==> src/rtl/tl_inflight_monitor.sv <==
// rtl/tl_inflight_monitor.sv - TileLink A/D in-flight tracker and protocol checker
module tl_inflight_monitor #(
   parameter int SOURCE_BITS = 2,
   parameter int SIZE_BITS   = 3,
   parameter int ADDR_BITS   = 30,
   parameter int BEAT_LOG2   = 2,
   parameter int TIMEOUT     = 1024
) (
   input  logic                        clock,
   input  logic                        reset,
   input  logic                        a_valid,
   input  logic                        a_ready,
   input  logic [2:0]                  a_opcode,
   input  logic [SIZE_BITS-1:0]        a_size,
   input  logic [SOURCE_BITS-1:0]      a_source,
   input  logic [ADDR_BITS-1:0]        a_address,
   input  logic                        d_valid,
   input  logic                        d_ready,
   input  logic [2:0]                  d_opcode,
   input  logic [SIZE_BITS-1:0]        d_size,
   input  logic [SOURCE_BITS-1:0]      d_source,
   output logic                        err_valid,
   output logic [3:0]                  err_code,
   output logic [8:0]                  err_flags,
   output logic [(2**SOURCE_BITS)-1:0] inflight,
   output logic                        idle
);
   localparam int NSRC  = 2 ** SOURCE_BITS;
   localparam int CNT_W = 2 ** SIZE_BITS;
   localparam int TO_W  = $clog2(TIMEOUT + 1);

   function automatic logic [CNT_W-1:0] beats_f(input logic [SIZE_BITS-1:0] size);
      if (int'(size) > BEAT_LOG2) return CNT_W'(1) << (int'(size) - BEAT_LOG2);
      return CNT_W'(1);
   endfunction

   logic                   a_fire, d_fire, a_first, d_first, d_last, d_chk, idle_w;
   logic [CNT_W-1:0]       a_beats, d_beats, a_cnt_q, a_cnt_d, d_cnt_q, d_cnt_d;
   logic [NSRC-1:0]        inflight_q, inflight_d;
   logic [2:0]             tbl_op_q [NSRC];
   logic [SIZE_BITS-1:0]   tbl_size_q [NSRC];
   logic [2:0]             a_bop_q, d_bop_q, a_pop_q, d_pop_q;
   logic [SIZE_BITS-1:0]   a_bsize_q, d_bsize_q, a_psize_q, d_psize_q;
   logic [SOURCE_BITS-1:0] a_bsrc_q, d_bsrc_q, a_psrc_q, d_psrc_q;
   logic [ADDR_BITS-1:0]   a_paddr_q, align_mask;
   logic                   a_hold_q, d_hold_q;
   logic [TO_W-1:0]        to_cnt_q, to_cnt_d;
   logic [8:0]             errs;
   logic [3:0]             code_d;
   logic                   err_valid_q;
   logic [3:0]             err_code_q;
   logic [8:0]             err_flags_q;

   always_comb begin
      a_fire  = a_valid & a_ready;
      d_fire  = d_valid & d_ready;
      idle_w  = (inflight_q == '0);
      a_beats = (a_opcode == 3'd0 || a_opcode == 3'd1) ? beats_f(a_size) : CNT_W'(1);
      d_beats = (d_opcode == 3'd1) ? beats_f(d_size) : CNT_W'(1);
      a_first = (a_cnt_q == '0);
      d_first = (d_cnt_q == '0);
      d_last  = (d_beats == CNT_W'(1)) || (d_cnt_q == CNT_W'(1));

      a_cnt_d = a_cnt_q;
      if (a_fire) a_cnt_d = a_first ? a_beats - CNT_W'(1) : a_cnt_q - CNT_W'(1);
      d_cnt_d = d_cnt_q;
      if (d_fire) d_cnt_d = d_first ? d_beats - CNT_W'(1) : d_cnt_q - CNT_W'(1);

      // clear before set so a same-source collision leaves the bit set
      inflight_d = inflight_q;
      if (d_fire && d_last) inflight_d[d_source] = 1'b0;
      if (a_fire && a_first) inflight_d[a_source] = 1'b1;

      to_cnt_d = to_cnt_q;
      if (d_fire || idle_w) to_cnt_d = '0;
      else if (to_cnt_q != TO_W'(TIMEOUT)) to_cnt_d = to_cnt_q + TO_W'(1);

      align_mask = (ADDR_BITS'(1) << a_size) - ADDR_BITS'(1);
      d_chk      = d_fire & d_first & inflight_q[d_source];

      errs    = '0;
      errs[0] = a_fire & a_first & inflight_q[a_source];
      errs[1] = d_fire & d_first & ~inflight_q[d_source];
      errs[2] = d_chk & ((tbl_op_q[d_source] == 3'd4) ? (d_opcode != 3'd1) : (d_opcode != 3'd0));
      errs[3] = d_chk & (d_size != tbl_size_q[d_source]);
      errs[4] = a_fire & ((a_address & align_mask) != '0);
      errs[5] = a_hold_q & (~a_valid | (a_opcode != a_pop_q) | (a_size != a_psize_q) |
                            (a_source != a_psrc_q) | (a_address != a_paddr_q));
      errs[6] = d_hold_q & (~d_valid | (d_opcode != d_pop_q) | (d_size != d_psize_q) |
                            (d_source != d_psrc_q));
      errs[7] = (a_fire & ~a_first & ((a_opcode != a_bop_q) | (a_size != a_bsize_q) |
                                      (a_source != a_bsrc_q))) |
                (d_fire & ~d_first & ((d_opcode != d_bop_q) | (d_size != d_bsize_q) |
                                      (d_source != d_bsrc_q)));
      errs[8] = ~idle_w & ~d_fire & (to_cnt_q == TO_W'(TIMEOUT - 1));

      code_d = '0;
      for (int i = 8; i >= 0; i--) if (errs[i]) code_d = 4'(i + 1);
   end

   always_ff @(posedge clock) begin
      if (reset) begin
         a_cnt_q     <= '0;
         d_cnt_q     <= '0;
         inflight_q  <= '0;
         to_cnt_q    <= '0;
         for (int i = 0; i < NSRC; i++) begin
            tbl_op_q[i]   <= '0;
            tbl_size_q[i] <= '0;
         end
         a_bop_q     <= '0;
         a_bsize_q   <= '0;
         a_bsrc_q    <= '0;
         d_bop_q     <= '0;
         d_bsize_q   <= '0;
         d_bsrc_q    <= '0;
         a_hold_q    <= 1'b0;
         d_hold_q    <= 1'b0;
         a_pop_q     <= '0;
         a_psize_q   <= '0;
         a_psrc_q    <= '0;
         a_paddr_q   <= '0;
         d_pop_q     <= '0;
         d_psize_q   <= '0;
         d_psrc_q    <= '0;
         err_valid_q <= 1'b0;
         err_code_q  <= '0;
         err_flags_q <= '0;
      end else begin
         a_cnt_q    <= a_cnt_d;
         d_cnt_q    <= d_cnt_d;
         inflight_q <= inflight_d;
         to_cnt_q   <= to_cnt_d;
         if (a_fire && a_first) begin
            tbl_op_q[a_source]   <= a_opcode;
            tbl_size_q[a_source] <= a_size;
            a_bop_q              <= a_opcode;
            a_bsize_q            <= a_size;
            a_bsrc_q             <= a_source;
         end
         if (d_fire && d_first) begin
            d_bop_q   <= d_opcode;
            d_bsize_q <= d_size;
            d_bsrc_q  <= d_source;
         end
         a_hold_q    <= a_valid & ~a_ready;
         a_pop_q     <= a_opcode;
         a_psize_q   <= a_size;
         a_psrc_q    <= a_source;
         a_paddr_q   <= a_address;
         d_hold_q    <= d_valid & ~d_ready;
         d_pop_q     <= d_opcode;
         d_psize_q   <= d_size;
         d_psrc_q    <= d_source;
         err_valid_q <= |errs;
         err_code_q  <= code_d;
         err_flags_q <= err_flags_q | errs;
      end
   end

   assign err_valid = err_valid_q;
   assign err_code  = err_code_q;
   assign err_flags = err_flags_q;
   assign inflight  = inflight_q;
   assign idle      = idle_w;
endmodule

==> config.mk <==
export PLATFORM = sky130hd
export DESIGN_NAME = tl_inflight_monitor
export DESIGN_NICKNAME = d
export VERILOG_FILES = /design/src/rtl/tl_inflight_monitor.sv
export SDC_FILE = /design/constraint.sdc
export NUM_CORES = 1
export LEC_CHECK = 0
export CAP_MARGIN = 30
export CORE_MARGIN = 10
export CORE_UTILIZATION = 56
export DETAILED_ROUTE_END_ITERATION = 7
export PLACE_DENSITY = 0.79
export SKIP_LAST_GASP = 1
export SYNTH_ARGS = -nofsm -noshare
export SYNTH_HDL_FRONTEND = slang
export SYNTH_SLANG_ARGS = --single-unit
==> constraint.sdc <==
create_clock -name clock -period 4.6 [get_ports clock]
set_input_delay 0.92 -clock clock [delete_from_list [all_inputs] [get_ports clock]]
set_output_delay 0.92 -clock clock [all_outputs]
set_load 0.02 [all_outputs]
==> key figures, run 1 <==
Min path
  – Type of the tightest min-delay check: reg -> reg
  – Hold endpoint: err_flags[0]
  – Worst hold path stage count: 2
  – Hold_sp: err_flags[0]

Synthesis
  – Count of cell types in the netlist: 69
  – Sequential element share of the synthesized area: 0.4531
  – Simple-gate share of the synthesized area: 0.2387
  – Syn Inst Count: between 600 and 700
  – Area share of the leading cell type in the synthesized netlist: 0.3406
  – Cells taking the most area after synthesis: sky130_fd_sc_hd__dfxtp_1 (34%), sky130_fd_sc_hd__edfxtp_1 (11%), sky130_fd_sc_hd__xnor2_1 (6.8%)
  – Mean Syn Cell Area: 9.311 um^2
  – Synthesized-area fraction occupied by ao, oa, aoi and oai cells: 0.09941
  – Net count after synthesis: between 700 and 800
  – Yosys warning count: 0
  – Number of flops mapped to enable cells by yosys: 24
  – Post-synth top flop: sky130_fd_sc_hd__dfxtp_1
  – Asr flop ratio synth: 0
  – Arithmetic-cell share of the synthesized area counting full adders, half adders and majority gates: 0.03125
  – Netlist area before placement: 6406 um^2
  – Post-Synth XOR/XNOR Area: 0.1148
  – Main combinational cell family by area after synthesis: simple AND/OR/NAND/NOR gates
  – Synthesized flop and latch total: between 100 and 150
  – Share of cell area taken by muxes after synthesis: 0.02246
  – Cell taking the most area after synthesis: sky130_fd_sc_hd__dfxtp_1

Clock network
  – Cts-stage hold buffer count: 0
  – Clock Latency Late Sink: between 0.4 and 0.5 ns
  – H-tree depth reported by CTS: 4
  – Maximum number of buffers from clock root to sink: 2
  – Root buffer cell: sky130_fd_sc_hd__clkbuf_16
  – Number of CTS-inserted buffers: 17
  – Number of clock sinks: 133
  – Number of post-CTS setup repair buffers: 0
  – Number of resized instances in the post-cts repair step: 0
  – TritonCTS clock tree: yes
  – Worst-path clk slew: 0.06 ns

Floorplan
  – Initial Util: 0.5808
  – Die outline width: ~130 um
  – Die Height: ~130 um
  – Core area: 11030 um^2
  – Cell row count: 38
  – Ports placed on the boundary: 71
  – Die ar.: ~16000 um^2

Detailed routing
  – First-pass DRT Iterations: 5
  – Number of vias per cell: between 5 and 6
  – Final routed wire length divided by cell count: roughly 17 um
  – Wire length on met2: slightly below 8 mm
  – Detailed Route WL: between 15 and 20 mm
  – Via total after detailed routing: approximately 5100
  – Highest metal layer with signal wires: met4
  – DRC: 0
  – Met3 wire length: 768 um
  – Count of antenna-violating nets left after detailed routing: 0
  – Met1 layer wirelength in the final routing: between 6 and 7 mm
  – Iteration-0 DRC Markers: approximately 500

Cells and area
  – Total of fill cells in the finished design: ~860
  – Post-layout util: 0.7007
  – Final net count: approximately 820
  – Fraction of layout cells with a size suffix above 1: 0.06684
  – Layout overhead on the synthesized area: 20.64%
  – Antenna diodes: 0

Worst setup path
  – Startpoint types: input port
  – Worst-case reg-to-reg path depth: 4
  – Startpoint-to-endpoint class of the critical path: in -> reg
  – Worst setup slack for register-to-register paths: around 1.7 ns
  – Critical Path Sink Type: flop
  – Start of the worst register-to-register path: a_cnt_q[0]
  – Endpoint of the lowest-slack register-to-register path: tbl_size_q[0][0]
  – CP required: 4.88 ns
  – Arrival time of data at the critical path endpoint: 3.87 ns
  – Worst-path fanout max: 7

Global routing
  – Total Routing Usage GR: 0.1988
  – Vias in the first global route: 5326
  – Largest net degree at the start of global routing: 73
  – Wire length of the first global-routing pass: between 20 and 30 mm
  – Overflow left after global routing: 0
  – Number of antenna violations at the first check in global routing: 0

Timing
  – Number of setup violations in the final report: 0
  – Share of the clock period used by the worst path after layout: 0.7819
  – Pins Over Slew Limit: 0
  – Tightest slew margin relative to the limit: 0.3556
  – Peak Freq: about 280 MHz
  – Largest clock skew in the final design: roughly 0.0064 ns
  – Clock period minus final worst setup slack: roughly 3.6 ns
  – Unrepaired setup endpoints after global routing: no
  – Transition time of the tightest slew-check pin: ~0.96 ns
  – Total negative slack for setup checks: 0 ns
  – Hold Vio Cnt, Final: 0

Run status
  – Status: finished clean

Placed design
  – Global placer's final weighted congestion: between 0.9 and 1
  – DP Wirelength: between 10 and 15 mm
  – Number of input and output port buffers inserted: 70

Job
  – Maxcap violations: 0

Power and ir drop
  – Areal power density over the cells: ~400 nW/um^2
  – Maximum VDD drop: approximately 0.00056 V
  – Pwr Total: roughly 3.2 mW
  – Cell leakage power: slightly below 3 nW
## final cells by class
class                      count  area (um^2)  area share
timing repair buffer          77        748.2     0.09681
inverter                      27        101.3     0.01311
tap                          140        175.2     0.02266
sequential                   133         2903      0.3756
clock buffer                  17        425.4     0.05504
multi-input combinational    494         3246      0.4199
clock inverter                15        130.1     0.01684
## cells by family after synthesis
group | after synthesis
DFF | 133
and+or+nand+nor | 284
buffers and inverters | 61
xor gates and xnor gates | 84
AOI/OAI and AO/OA | 100
adders and majority gates | 16
muxes | 10
## where the power goes
| group | total, mW | switching (mW) | internal (mW) |
|---|---|---|---|
| logic | 0.569 | 0.328 | 0.241 |
| registers | 1.31 | 0.0465 | 1.27 |
| clock network | 1.27 | 0.526 | 0.744 |
| total | 3.15 | 0.900 | 2.25 |
## cells in the final DEF, fill, tap and decap left out, drive strengths merged, types with 17 or more instances in the layout
| cell | netlist | final |
|---|---|---|
| nand3 | 18 | 18 |
| nor4 | 19 | 19 |
| nand2 | 60 | 60 |
| o21ai | 18 | 18 |
| dfxtp | 109 | 109 |
| xnor2 | 50 | 50 |
| a21oi | 37 | 37 |
| edfxtp | 24 | 24 |
| clkbuf | 22 | 17 |
| nor2b | 37 | 37 |
| xor2 | 34 | 34 |
| clkdlybuf4s50 | 0 | 69 |
| inv | 27 | 31 |
| nor2 | 69 | 69 |
## flip-flops by register name, indices dropped and copies added, names as in the netlist, 8 cells and up
name        cells
a_paddr_q      30
tbl_size_q     12
a_cnt_q         8
err_flags       9
to_cnt_q       11
tbl_op_q       12
d_cnt_q         8
## cell usage after synthesis (2+ instances only)
master	n
sky130_fd_sc_hd__a2111o_1	2
sky130_fd_sc_hd__a2111oi_0	2
sky130_fd_sc_hd__a211oi_1	8
sky130_fd_sc_hd__a21boi_0	2
sky130_fd_sc_hd__a21o_1	7
sky130_fd_sc_hd__a21oi_1	37
sky130_fd_sc_hd__a311o_1	2
sky130_fd_sc_hd__a31oi_1	6
sky130_fd_sc_hd__and2_1	8
sky130_fd_sc_hd__and3_1	5
sky130_fd_sc_hd__buf_1	4
sky130_fd_sc_hd__buf_2	5
sky130_fd_sc_hd__clkbuf_1	22
sky130_fd_sc_hd__dfxtp_1	109
sky130_fd_sc_hd__edfxtp_1	24
sky130_fd_sc_hd__ha_1	16
sky130_fd_sc_hd__inv_1	27
sky130_fd_sc_hd__mux2_2	2
sky130_fd_sc_hd__mux2i_1	5
sky130_fd_sc_hd__mux4_2	2
sky130_fd_sc_hd__nand2_1	60
sky130_fd_sc_hd__nand2b_1	9
sky130_fd_sc_hd__nand3_1	18
sky130_fd_sc_hd__nand4_1	11
sky130_fd_sc_hd__nor2_1	69
sky130_fd_sc_hd__nor2b_1	37
sky130_fd_sc_hd__nor3_1	12
sky130_fd_sc_hd__nor3b_1	7
sky130_fd_sc_hd__nor4_1	18
sky130_fd_sc_hd__nor4b_1	5
sky130_fd_sc_hd__nor4b_4	2
sky130_fd_sc_hd__o21ai_0	16
sky130_fd_sc_hd__o21ai_1	2
sky130_fd_sc_hd__o21bai_1	2
sky130_fd_sc_hd__o311ai_0	2
sky130_fd_sc_hd__or2_1	2
sky130_fd_sc_hd__or3_1	3
sky130_fd_sc_hd__or3b_2	2
sky130_fd_sc_hd__or4_1	4
sky130_fd_sc_hd__xnor2_1	50
sky130_fd_sc_hd__xor2_1	34
## how the worst max path moves through the flow
| stage | from | end | cells past startpoint |
|---|---|---|---|
| floorplan | a_size[1] | a_cnt_q[4] | 15 |
| global placement | a_size[2] | a_cnt_q[4] | 14 |
| detailed placement | a_size[2] | a_cnt_q[4] | 14 |
| CTS | a_size[2] | a_cnt_q[4] | 14 |
| global route | a_size[2] | a_cnt_q[2] | 14 |
| finish | a_size[2] | a_cnt_q[4] | 14 |
## worst max-delay path: stages
cell                              delay [ns]
sky130_fd_sc_hd__clkdlybuf4s50_1        0.48
sky130_fd_sc_hd__inv_1                  0.09
sky130_fd_sc_hd__ha_1                   0.26
sky130_fd_sc_hd__inv_1                  0.08
sky130_fd_sc_hd__ha_1                   0.15
sky130_fd_sc_hd__or3b_2                 0.52
sky130_fd_sc_hd__nor4_4                 0.41
sky130_fd_sc_hd__a31oi_1                0.17
sky130_fd_sc_hd__ha_1                   0.20
sky130_fd_sc_hd__inv_1                  0.09
sky130_fd_sc_hd__a211oi_1               0.09
sky130_fd_sc_hd__a21o_1                 0.20
sky130_fd_sc_hd__a21oi_1                0.14
sky130_fd_sc_hd__a311oi_1               0.06
## per-stage QoR
stage               cell area [um^2]  hold WS (ns)  worst slack, ns  cells
floorplan                       6406        0.4465           0.7852    688
global placement                7173        0.4373           0.7509    871
detailed placement              7173        0.4401           0.6505    871
CTS                             7729        0.4538            1.053    903
global route                    7729        0.4890           0.8915    903
finish                          7729        0.4542            1.003    903
## layer usage
| metal | global-route usage | vias up |
|---|---|---|
| li1 | - | 2507 |
| met1 | 0.2199 | 2445 |
| met2 | 0.3417 | 146 |
| met3 | 0.06581 | 35 |
| met4 | 0.08439 | 0 |
| met5 | 0 | - |
Note: power is estimated with default switching activity, not from simulation.
==> inputs of run 2 (changes only) <==
- clock period: 4.6 -> 3.6 ns (I/O delays scaled with it)
==> key figures, run 2 (same netlist as run 1, synthesis figures left out) <==
Timing
  – Transition time of the tightest slew-check pin: 0.8951 ns
  – Tightest slew margin relative to the limit: 0.3977
  – Hold Vio Cnt, Final: 0
  – Largest clock skew in the final design: about 0.0086 ns
  – Final worst setup slack: 0.3360 ns
  – Peak Freq: 306.4 MHz
  – Unrepaired setup endpoints after global routing: no
  – Number of setup violations in the final report: 0
  – Post-route worst hold slack: approximately 0.45 ns
  – Share of the clock period used by the worst path after layout: 0.9067
  – Pins Over Slew Limit: 0
  – Clock period minus final worst setup slack: ~3.3 ns

Detailed routing
  – DRC: 0
  – Count of antenna-violating nets left after detailed routing: 0
  – Final routed wire length divided by cell count: between 15 and 20 um
  – Detailed Route WL: approximately 16 mm
  – Iteration-0 DRC Markers: between 400 and 500
  – First-pass DRT Iterations: 5
  – Number of vias per cell: 5.746
  – Via total after detailed routing: around 5300

Min path
  – Worst hold path stage count: 2
  – Type of the tightest min-delay check: reg -> reg

Worst setup path
  – Startpoint types: input port
  – CP required: around 3.9 ns
  – Critical Path Sink Type: flop
  – Arrival time of data at the critical path endpoint: between 3 and 4 ns
  – Worst-path fanout max: 7
  – Startpoint-to-endpoint class of the critical path: in -> reg
  – Worst-case reg-to-reg path depth: 9

Clock network
  – Root buffer cell: sky130_fd_sc_hd__clkbuf_16
  – Cts-stage hold buffer count: 0
  – Number of resized instances in the post-cts repair step: 0
  – Maximum number of buffers from clock root to sink: 2
  – Clock Latency Late Sink: roughly 0.43 ns
  – Number of clock sinks: between 100 and 150
  – H-tree depth reported by CTS: 4
  – Number of CTS-inserted buffers: 17
  – Number of post-CTS setup repair buffers: 0
  – Worst-path clk slew: 0.06 ns
  – TritonCTS clock tree: yes

Cells and area
  – Number of flip-flops in the largest register: 30
  – Antenna diodes: 0
  – Top register by number of flip-flops: a_paddr_q
  – Final net count: 840
  – Final std cells w/o fill: approximately 930
  – Fraction of layout cells with a size suffix above 1: 0.09172
  – Total of fill cells in the finished design: 819
  – Commonest cells after routing, fill and taps aside: sky130_fd_sc_hd__dfxtp_1 (109), sky130_fd_sc_hd__nor2_1 (69), sky130_fd_sc_hd__clkdlybuf4s50_1 (69)
  – Layout overhead on the synthesized area: 23.75%
  – Biggest registers after layout: a_paddr_q (30), tbl_op_q (12), tbl_size_q (12)
  – Most common cell after layout, fill and taps aside: sky130_fd_sc_hd__dfxtp_1

Power and ir drop
  – Pwr Total: roughly 4.2 mW
  – Maximum VDD drop: approximately 0.00046 V
  – Cell leakage power: slightly above 3 nW
  – Areal power density over the cells: around 530 nW/um^2

Placed design
  – Worst Setup Slack post-DPL: -0.05430 ns
  – Global placer's final weighted congestion: approximately 0.93
  – Number of input and output port buffers inserted: 70
  – DP Wirelength: 11.85 mm
  – Instance count after placement with tap cells included: slightly below 900

Job
  – Maxcap violations: 0

Floorplan
  – Die Height: roughly 130 um
  – Ports placed on the boundary: 71
  – Die ar.: between 15000 and 20000 um^2
  – Core area: between 10000 and 15000 um^2
  – Die outline width: 127.0 um
  – Cell row count: 38
  – Initial Util: 0.5808

Global routing
  – Number of antenna violations at the first check in global routing: 0
  – Total Routing Usage GR: 0.2005
  – Wire length of the first global-routing pass: 26.43 mm
  – Overflow left after global routing: 0
  – Vias in the first global route: roughly 5400
  – Largest net degree at the start of global routing: between 50 and 60

Run status
  – Status: finished clean
run 2: per-layer routing:
layer | wire, um | vias to the layer above | track usage
li1 | - | 2546 | -
met1 | 6667 | 2530 | 0.2225
met2 | 8296 | 205 | 0.3548
met3 | 953 | 34 | 0.05664
met4 | 334 | 0 | 0.07703
met5 | 0 | - | 0
run 2: metrics by stage:
step                      cell area, um^2  setup TNS (ns)    util
after global placement               7338               0  0.6653
after global routing                 7928               0  0.7187
after floorplan                      6407               0       -
final                                7928               0  0.7187
after CTS                            7928               0  0.7187
after detailed placement             7338        -0.07920  0.6653
run 2: power by group:
part	total, mW	switching (mW)	internal [mW]
Clock	1.73	0.646	1.08
Combinational	0.757	0.428	0.329
Sequential	1.68	0.0645	1.62
Total	4.17	1.14	3.03
run 2: worst max-delay path, stage by stage:
cell and delay, ns:
sky130_fd_sc_hd__clkdlybuf4s50_1 0.48, sky130_fd_sc_hd__inv_1 0.08, sky130_fd_sc_hd__ha_1 0.21, sky130_fd_sc_hd__inv_1 0.06
sky130_fd_sc_hd__ha_1 0.15, sky130_fd_sc_hd__or3b_2 0.49, sky130_fd_sc_hd__nor4_4 0.41, sky130_fd_sc_hd__a31oi_1 0.15
sky130_fd_sc_hd__ha_1 0.19, sky130_fd_sc_hd__inv_1 0.08, sky130_fd_sc_hd__a211oi_1 0.09, sky130_fd_sc_hd__a21o_1 0.21
sky130_fd_sc_hd__a21oi_1 0.15, sky130_fd_sc_hd__a311oi_1 0.06
run 2: layout make-up:
cell class                 instances  area, um^2  area share
multi-input combinational        494        3246      0.4094
sequential                       133        2903      0.3662
timing repair buffer              99       913.4      0.1152
clock buffer                      18       429.2     0.05414
tap                              140       175.2     0.02210
clock inverter                    14       160.2     0.02020
inverter                          27       101.3     0.01278
run 2: path summary, 6_finish.rpt:
path / from / end / slack (ns)
worst max-delay path: a_size[1] / a_cnt_q[4] / 0.34
worst min-delay path: err_flags[0] / err_flags[0] / 0.45
worst max register to register: a_cnt_q[0] / a_cnt_q[4] / 0.90
worst min register to register: err_flags[0] / err_flags[0] / 0.45
